$ cat src/rtl/multdiv_unit.sv
// Iterative signed multiply (radix-2 Booth) / divide (restoring) unit.
// Holds the destination tag and raises multdiv_on while busy.
module multdiv_unit #(
  parameter int WIDTH = 32,
  parameter int TAG_W = 5
) (
  input  logic             clock,
  input  logic             reset,
  input  logic [WIDTH-1:0] data_operandA,
  input  logic [WIDTH-1:0] data_operandB,
  input  logic             ctrl_MULT,
  input  logic             ctrl_DIV,
  input  logic [TAG_W-1:0] rd_in,
  output logic [WIDTH-1:0] data_result,
  output logic             data_exception,
  output logic             data_resultRDY,
  output logic [TAG_W-1:0] rd_out,
  output logic             multdiv_on
);

  localparam int CW = $clog2(WIDTH + 1);

  typedef enum logic [1:0] {IDLE, MULT, DIV, DONE} state_e;

  state_e           state_q, state_d;
  logic [CW-1:0]    cnt_q, cnt_d;
  logic [WIDTH:0]   acc_q, acc_d;
  logic [WIDTH-1:0] q_q, q_d;
  logic             qm1_q, qm1_d;
  logic [WIDTH-1:0] m_q, m_d;
  logic             neg_q, neg_d;
  logic             ovf_q, ovf_d;
  logic [TAG_W-1:0] tag_q, tag_d;
  logic [WIDTH-1:0] res_q, res_d;
  logic             exc_q, exc_d;
  logic [TAG_W-1:0] rdo_q, rdo_d;

  logic             idle, start_m, start_d, b_zero, last;
  logic [WIDTH-1:0] a_mag, b_mag;
  logic [WIDTH:0]   m_ext, booth_sum;
  logic [2*WIDTH+1:0] booth_sh;
  logic [WIDTH:0]   rem_sh, diff;
  logic             ge;
  logic [WIDTH-1:0] quo_n;

  assign idle    = (state_q == IDLE);
  assign start_m = idle && ctrl_MULT;
  assign start_d = idle && ctrl_DIV && !ctrl_MULT;
  assign b_zero  = (data_operandB == '0);
  assign last    = (cnt_q == CW'(WIDTH - 1));
  assign a_mag   = data_operandA[WIDTH-1] ? -data_operandA : data_operandA;
  assign b_mag   = data_operandB[WIDTH-1] ? -data_operandB : data_operandB;

  // Accumulator is one bit wider so -M never overflows for M = min int
  assign m_ext = {m_q[WIDTH-1], m_q};

  always_comb begin
    booth_sum = acc_q;
    unique case ({q_q[0], qm1_q})
      2'b01:   booth_sum = acc_q + m_ext;
      2'b10:   booth_sum = acc_q - m_ext;
      default: booth_sum = acc_q;
    endcase
  end

  assign booth_sh = {booth_sum[WIDTH], booth_sum, q_q};

  assign rem_sh = {acc_q[WIDTH-1:0], q_q[WIDTH-1]};
  assign diff   = rem_sh - {1'b0, m_q};
  assign ge     = !diff[WIDTH];
  assign quo_n  = {q_q[WIDTH-2:0], ge};

  always_ff @(posedge clock) begin
    if (reset) begin
      state_q <= IDLE;
      cnt_q   <= '0;
      acc_q   <= '0;
      q_q     <= '0;
      qm1_q   <= 1'b0;
      m_q     <= '0;
      neg_q   <= 1'b0;
      ovf_q   <= 1'b0;
      tag_q   <= '0;
      res_q   <= '0;
      exc_q   <= 1'b0;
      rdo_q   <= '0;
    end else begin
      state_q <= state_d;
      cnt_q   <= cnt_d;
      acc_q   <= acc_d;
      q_q     <= q_d;
      qm1_q   <= qm1_d;
      m_q     <= m_d;
      neg_q   <= neg_d;
      ovf_q   <= ovf_d;
      tag_q   <= tag_d;
      res_q   <= res_d;
      exc_q   <= exc_d;
      rdo_q   <= rdo_d;
    end
  end

  always_comb begin
    state_d = state_q;
    unique case (state_q)
      IDLE: begin
        if (start_m)               state_d = MULT;
        else if (start_d && b_zero) state_d = DONE;
        else if (start_d)          state_d = DIV;
      end
      MULT:    if (last) state_d = DONE;
      DIV:     if (last) state_d = DONE;
      default: state_d = IDLE;
    endcase
  end

  always_comb begin
    cnt_d = cnt_q;
    acc_d = acc_q;
    q_d   = q_q;
    qm1_d = qm1_q;
    m_d   = m_q;
    neg_d = neg_q;
    ovf_d = ovf_q;
    tag_d = tag_q;
    res_d = res_q;
    exc_d = exc_q;
    rdo_d = rdo_q;
    unique case (state_q)
      IDLE: begin
        if (start_m) begin
          cnt_d = '0;
          acc_d = '0;
          q_d   = data_operandB;
          qm1_d = 1'b0;
          m_d   = data_operandA;
          tag_d = rd_in;
        end else if (start_d && b_zero) begin
          res_d = '0;
          exc_d = 1'b1;
          rdo_d = rd_in;
        end else if (start_d) begin
          cnt_d = '0;
          acc_d = '0;
          q_d   = a_mag;
          qm1_d = 1'b0;
          m_d   = b_mag;
          neg_d = data_operandA[WIDTH-1] ^ data_operandB[WIDTH-1];
          ovf_d = (data_operandA == {1'b1, {(WIDTH-1){1'b0}}}) &&
                  (data_operandB == '1);
          tag_d = rd_in;
        end
      end
      MULT: begin
        cnt_d = cnt_q + 1'b1;
        acc_d = booth_sh[2*WIDTH+1:WIDTH+1];
        q_d   = booth_sh[WIDTH:1];
        qm1_d = booth_sh[0];
        if (last) begin
          res_d = booth_sh[WIDTH:1];
          exc_d = booth_sh[2*WIDTH:WIDTH+1] != {WIDTH{booth_sh[WIDTH]}};
          rdo_d = tag_q;
        end
      end
      DIV: begin
        cnt_d = cnt_q + 1'b1;
        acc_d = ge ? diff : rem_sh;
        q_d   = quo_n;
        if (last) begin
          res_d = neg_q ? -quo_n : quo_n;
          exc_d = ovf_q;
          rdo_d = tag_q;
        end
      end
      default: ;
    endcase
  end

  always_comb begin
    data_result    = res_q;
    data_exception = exc_q;
    rd_out         = rdo_q;
    data_resultRDY = (state_q == DONE);
    multdiv_on     = (state_q != IDLE);
  end

endmodule

$ cat config.mk
export PLATFORM = sky130hd
export DESIGN_NAME = multdiv_unit
export DESIGN_NICKNAME = d
export VERILOG_FILES = /design/src/rtl/multdiv_unit.sv
export SDC_FILE = /design/constraint.sdc
export NUM_CORES = 1
export LEC_CHECK = 0
export CAP_MARGIN = 20
export CORE_ASPECT_RATIO = 2
export CORE_MARGIN = 2
export CORE_UTILIZATION = 55
export CTS_CLUSTER_DIAMETER = 60
export DETAILED_ROUTE_END_ITERATION = 10
export GPL_ROUTABILITY_DRIVEN = 0
export PLACE_DENSITY = 0.78
export SETUP_SLACK_MARGIN = 0.2
export SYNTH_ARGS = -nofsm -noshare
export SYNTH_HDL_FRONTEND = slang
export SYNTH_SLANG_ARGS = --single-unit
export TNS_END_PERCENT = 1
$ cat constraint.sdc
create_clock -name clock -period 5.5 [get_ports clock]
set_input_delay 0.825 -clock clock [delete_from_list [all_inputs] [get_ports clock]]
set_output_delay 0.825 -clock clock [all_outputs]
set_load 0.005 [all_outputs]
; ---- Word-level counts from Yosys, hierarchy flattened
; Index checks and enable logic that the tools add are counted.
[op_classes]
n_mux = 46
bitwise = 3
add_sub_neg = 7
n_reduce_logical = 23
eq_ne = 18
[op_table]
columns = operator, n
row1 = two-way mux 32 bit, 13
row2 = case mux 32 bit (3 select lines), 2
row3 = two-way mux 33 bit, 4
row4 = case mux 33 bit (3 select lines), 1
row5 = negation 32 bit, 3
row6 = case mux 33 bit (2 select lines), 1
row7 = "equality test 32 bit, second input constant", 2
row8 = adder 33 bit, 1
row9 = subtractor 33 x 32 -> 33 bit, 1
row10 = subtractor 33 bit, 1
row11 = zero test 32 bit, 1
row12 = inequality test 32 bit, 1
row13 = two-way mux 5 bit, 6
row14 = two-way mux 6 bit, 3
row15 = case mux 6 bit (2 select lines), 1
row16 = AND reduction 3 bit, 4
row17 = case mux 5 bit (2 select lines), 1
row18 = two-way mux 2 bit, 4
row19 = "inequality test 2 bit, second input constant", 4
row20 = AND reduction 4 bit, 2
row21 = nonzero test 2 bit, 4
row22 = two-way mux 1 bit, 7
row23 = "adder 6 x 1 -> 6 bit, second input constant", 1
row24 = "equality test 2 bit, second input constant", 3
row25 = 18 further kinds, 26
[word_totals]
wordCells = 109
in_bits = 73
ff_bits = 151
output_inout_bits = 40

; ---- Depth between registers and ports, before layout
[logic_depth]
depth_word = 7
depth_mapped = 25

; ---- Least setup slack after synthesis
; Ideal clock, no wire load.
[synth_path]
path_type = flip-flop to flip-flop
from = register q_q[31]
to = register res_q[28], in the netlist data_result[28]
required_time_ns = 5.372
arrival_time_ns = 5.140
setup_slack_ns = 0.232
path_buffers = 1
path_stages_with_launch = 26
cell_sequence = dfxtp_1 -> inv_1 -> ha_1 -> inv_1 -> fa_1 -> a21o_1 -> a21o_1 -> a211oi_1 -> nor3_1 -> o21a_1 -> a221oi_1 -> o31ai_1 -> o211ai_1 -> o21ai_0 -> ha_1 -> clkbuf_1 -> inv_2 -> ha_1 -> nand4_1 -> or4_1 -> o21ai_0 -> nand2_1 -> xor2_1 -> a22o_1 -> a22oi_1 -> nor2_1
[synth_via]
elab_chain_cells = 6
[synth_rtl]
columns = item, line
row1 = start: declaration, 28  ; logic [WIDTH-1:0] q_q, q_d;
row2 = start signal: assignment, 91  ; q_q <= q_d;
row3 = subtractor 33 x 32 -> 33 bit, 69  ; assign diff = rem_sh - {1'b0, m_q};
row4 = zero test 1 bit, 70  ; assign ge = !diff[WIDTH];
row5 = negation 32 bit, 170  ; res_d = neg_q ? -quo_n : quo_n;
row6 = two-way mux 32 bit, 170
row7 = two-way mux 32 bit, 169  ; if (last) begin
row8 = case mux 32 bit (3 select lines), 129  ; unique case (state_q)
row9 = end signal: assignment, 97  ; res_q <= res_d;
row10 = end: declaration, 34  ; logic [WIDTH-1:0] res_q, res_d;
; No other way between the ends. The select of a mux whose other input is x is not followed.
; A chain may end at the register's enable or synchronous reset.

; ---- Worst setup path in the final report
[layout_path]
from = register q_q[31]
to = register res_q[30], in the netlist data_result[30]
[layout_via]
elab_chain_cells = 6
word_cells_on_any_way = 7
[layout_rtl]
columns = item, line
row1 = subtractor 33 x 32 -> 33 bit, 69
row2 = zero test 1 bit, 70
row3 = negation 32 bit, 170
row4 = two-way mux 32 bit, 170
row5 = two-way mux 32 bit, 169
row6 = case mux 32 bit (3 select lines) (*), 129
; Every way passes the cells marked *; elsewhere a longest branch is shown, timed or not. The select of a mux whose other input is x is not followed.

==> impl_metrics.py <==
metrics = {
    "sta": {
        "report.final.slew_viol_count": 0,
        "layout_worst_path_cycle_share": 0.938,
        "max_freq_ghz": 0.194,
        "final.min_clock_period_ns": 5.16,
        "rsz0062_at_grt": "true",
        "finalSetupViolations": 0,
        "worst_slew_pin_slew_ns": 1.10,
        "relSlewSlack": 0.265,
        "setup-tns-final_ns": 0,
        "skew_ns": 0.00962,
        "finalHoldViolCount": 0,
    },
    "critical_path": {
        "criticalPathCategory": "register to register",
        "path_buf_inv": 6,
        "arrival_ns": 5.48,
        "max_stage_delay_ns": 0.58,
        "crit_path_end_kind": "register",
        "crit_family": "compound AO/OA/AOI/OAI gates",
        "cp.depth": 27,
        "path_max_fanout": 4,
        "reg2reg_depth": 27,
        "required_ns": 5.82,
        "crit_path_start_kind": "register",
        "critPathSlowestCell": "or4_4",
    },
    "route": {
        "drc": 0,
        "vias": 16200,
        "routed_wl_mm": 51.8,
        "drt_iter0_markers": 1766,
        "viasPerCell": 6.86,
        "detail_route.wl_per_cell_um": 22.0,
        "ant_nets": 0,
        "dr.pass1.iters": 9,
    },
    "floorplanning": {
        "ios": 113,
        "design.core.area_um2": 25700,
        "die_height_um": 232,
        "rows": 83,
        "dieArea_um2": 27500,
        "start_util": 0.559,
        "die_w_um": 118,
    },
    "run": {
        "cap_violations": 0,
    },
    "logic_synthesis": {
        "ys.flop_type": "dfxtp_1",
        "avgSynthCellArea_um2": 7.33,
        "synth.area.top_cells": "dfxtp_1 21%, ha_1 6.7%, xnor2_1 6.4%",
        "synth.largest_area_cell": "dfxtp_1",
        "synth.mux.area_fraction": 0.0271,
        "yosysTopAreaCellShare": 0.211,
        "async_reset_ff_frac": 0,
        "synthAdderAreaFrac": 0.0700,
        "synth_xor_area_frac": 0.0910,
        "synth_top_family_by_area": "compound AO/OA/AOI/OAI gates",
        "yosysWarnings": 0,
        "syn-cell-area_um2": 14300,
        "synth-edff-count": 0,
        "synth-simple-area-share": 0.226,
        "synth_cells": 1957,
        "synth_compound_area_frac": 0.317,
        "ys_ff_latch": 151,
        "synthesis.nets": 2109,
        "ys_types": 80,
        "seq_area_frac_synth": 0.211,
    },
    "power_and_ir_drop": {
        "switching_share": 0.492,
        "power_leakage_uw": 0.00635,
        "power_uw": 7850,
        "p_int_uw": 3990,
        "pwr-share-seq": 0.204,
        "p_comb_frac": 0.631,
        "p_switching_uw": 3860,
        "clkPwrFrac": 0.165,
        "power_density_nw_per_um2": 471,
        "vdd_drop_max_v": 0.000328,
    },
    "global_route": {
        "grt_pass1_vias": 15700,
        "globalRouteTotalUtil": 0.364,
        "antenna_found_initial": 0,
        "gr-total-overflow": 0,
        "grt_pass1_wl_mm": 80.2,
        "use_met2": 0.649,
        "met3_usage": 0.0625,
        "top_usage_layer": "met2",
        "grt_max_degree": 98,
        "met1_usage": 0.355,
    },
    "clock_tree": {
        "cts_tree": "yes",
        "cts_max_path_buffers": 2,
        "ctsHoldBuffers": 0,
        "path_clk_slew_ns": 0.06,
        "cts-buffers-inserted": 17,
        "root_buffer": "clkbuf_16",
        "insertion_delay_ns": 0.45,
        "h-tree-depth": 4,
        "cts.sinks": 151,
    },
    "final_layout": {
        "fillerInstances": 2257,
        "post-route-util": 0.650,
        "area_growth_pct": 16.2,
        "nets": 2160,
        "drive_above_1_share": 0.0822,
        "antenna_cells": 0,
    },
    "place": {
        "hpwl_mm": 38.1,
        "numPortBuffers": 112,
    },
    "worst_hold_path": {
        "holdPathStages": 2,
        "hp-class": "register to register",
    },
    "status": {
        "status": "finished clean",
    },
}
==> what timing repair did <==
| item | 4_1_cts | 5_1_grt |
|---|---|---|
| pin swaps | 1 | 14 |
| setup endpoints to repair | 4 | 14 |
| buffers inserted | 0 | 4 |
| gates resized for setup | 6 | 24 |
| gates cloned | 0 | 0 |
==> synth_stat cells (10+ instances only) <==
cell type	count
o211ai_1	17
xnor2_1	105
nor3_1	79
or4_1	19
nand3_1	35
a222oi_1	29
o41ai_1	11
a21oi_1	143
mux2_2	15
a221oi_1	31
dfxtp_1	151
a22oi_1	50
nand4_1	24
and3_1	14
o21a_1	12
a211oi_1	47
mux2i_1	22
a31oi_1	25
nor4_1	20
nand2_1	158
xor2_1	44
and2_1	10
or3_1	26
nand2b_1	13
a21o_1	42
nor2b_1	11
inv_1	71
clkbuf_1	143
a22o_1	30
nor2_1	212
o31ai_1	33
ha_1	77
o21ai_0	91
==> sequential cells by signal, summed over array words and instances, names as in the netlist <==
| name | flops |
|---|---|
| acc_q | 33 |
| tag_q | 5 |
| cnt_q | 6 |
| neg_q | 1 |
| state_q | 2 |
| qm1_q | 1 |
| m_q | 32 |
| q_q | 32 |
| rd_out | 5 |
| data_result | 32 |
| ovf_q | 1 |
| data_exception | 1 |
==> tightest hold or removal path, delay by kind of cell, from the launching register on <==
kind / cells / cell delay [ns]
simple gates: 1 / 0.07
compound gates: 1 / 0.06
flops: 1 / 0.32
==> power by group through the flow <==
stage	clock network, uW	registers (uW)	logic [uW]
2_1_floorplan	0	1450	3490
3_3_place_gp	0	1600	4590
3_5_place_dp	0	1600	4680
4_1_cts	1300	1590	4740
5_1_grt	1340	1620	5350
6_report	1300	1600	4950
==> cells in the final DEF (no fill, tap or decap), types with 9 or more instances in the layout <==
| cell type | count |
|---|---|
| o21ai_0 | 87 |
| o211ai_1 | 17 |
| nor4b_1 | 9 |
| xor2_1 | 44 |
| buf_4 | 65 |
| nor2b_1 | 11 |
| inv_1 | 71 |
| a211oi_1 | 45 |
| nor2_1 | 211 |
| dfxtp_1 | 151 |
| o41ai_1 | 11 |
| o21a_1 | 11 |
| o31ai_1 | 30 |
| or3_1 | 25 |
| o21bai_1 | 9 |
| mux2i_1 | 22 |
| a22oi_1 | 50 |
| a222oi_1 | 29 |
| a21oi_1 | 142 |
| and2_1 | 10 |
| a22o_1 | 30 |
| ha_1 | 70 |
| nand3_1 | 35 |
| nand2b_1 | 13 |
| nor3b_1 | 9 |
| mux2_2 | 15 |
| a31oi_1 | 25 |
| clkbuf_16 | 17 |
| and3_1 | 14 |
| or4_1 | 17 |
| a221oi_1 | 30 |
| nand4_1 | 24 |
| nor4_1 | 18 |
| xnor2_1 | 105 |
| a21o_1 | 42 |
| clkdlybuf4s50_1 | 111 |
| a21boi_0 | 9 |
| nand2_1 | 158 |
| nor3_1 | 77 |
==> final timing paths <==
kind | from | end | slack [ns]
worst max-delay path | q_q[31] | data_result[30] | 0.34
worst min-delay path | rd_out[4] | rd_out[4] | 0.49
worst max register to register | q_q[31] | data_result[30] | 0.34
worst min register to register | rd_out[4] | rd_out[4] | 0.49
==> through the flow <==
step	std cells	area [um2]	hold WS [ns]	setup WS (ns)
after global placement	2322	15800	0.461	0.167
after CTS	2354	16500	0.482	0.190
after floorplan	1957	14300	0.451	0.232
after detailed placement	2323	15800	0.474	0.0631
final	2360	16700	0.487	0.339
after global routing	2360	16700	0.501	0.110
==> cell type report <==
class | count | area, um2 | share of cell area
clock inverter | 11 | 171 | 0.0103
multi-input combinational | 1586 | 10600 | 0.638
inverter | 72 | 270 | 0.0162
timing repair buffer | 180 | 1670 | 0.100
clock buffer | 20 | 467 | 0.0280
sequential | 151 | 3020 | 0.181
tap | 340 | 425 | 0.0255
==> cell families (layout without fill, tap and decap cells) <==
group	after synthesis	after routing
DFF	151	151
buffers and inverters	220	283
xor gates and xnor gates	149	149
adders and majority gates	79	79
AOI/OAI and AO/OA	652	652
muxes	37	37
and+or+nand+nor	669	669
==> metal layers <==
metal  vias up  part of all wire
li1       7429                 -
met4         0             0.098
met3       322             0.065
met2       879              0.50
met1      7560              0.34
met5         -                 0
No activity file was read; power rests on OpenSTA's default activity.
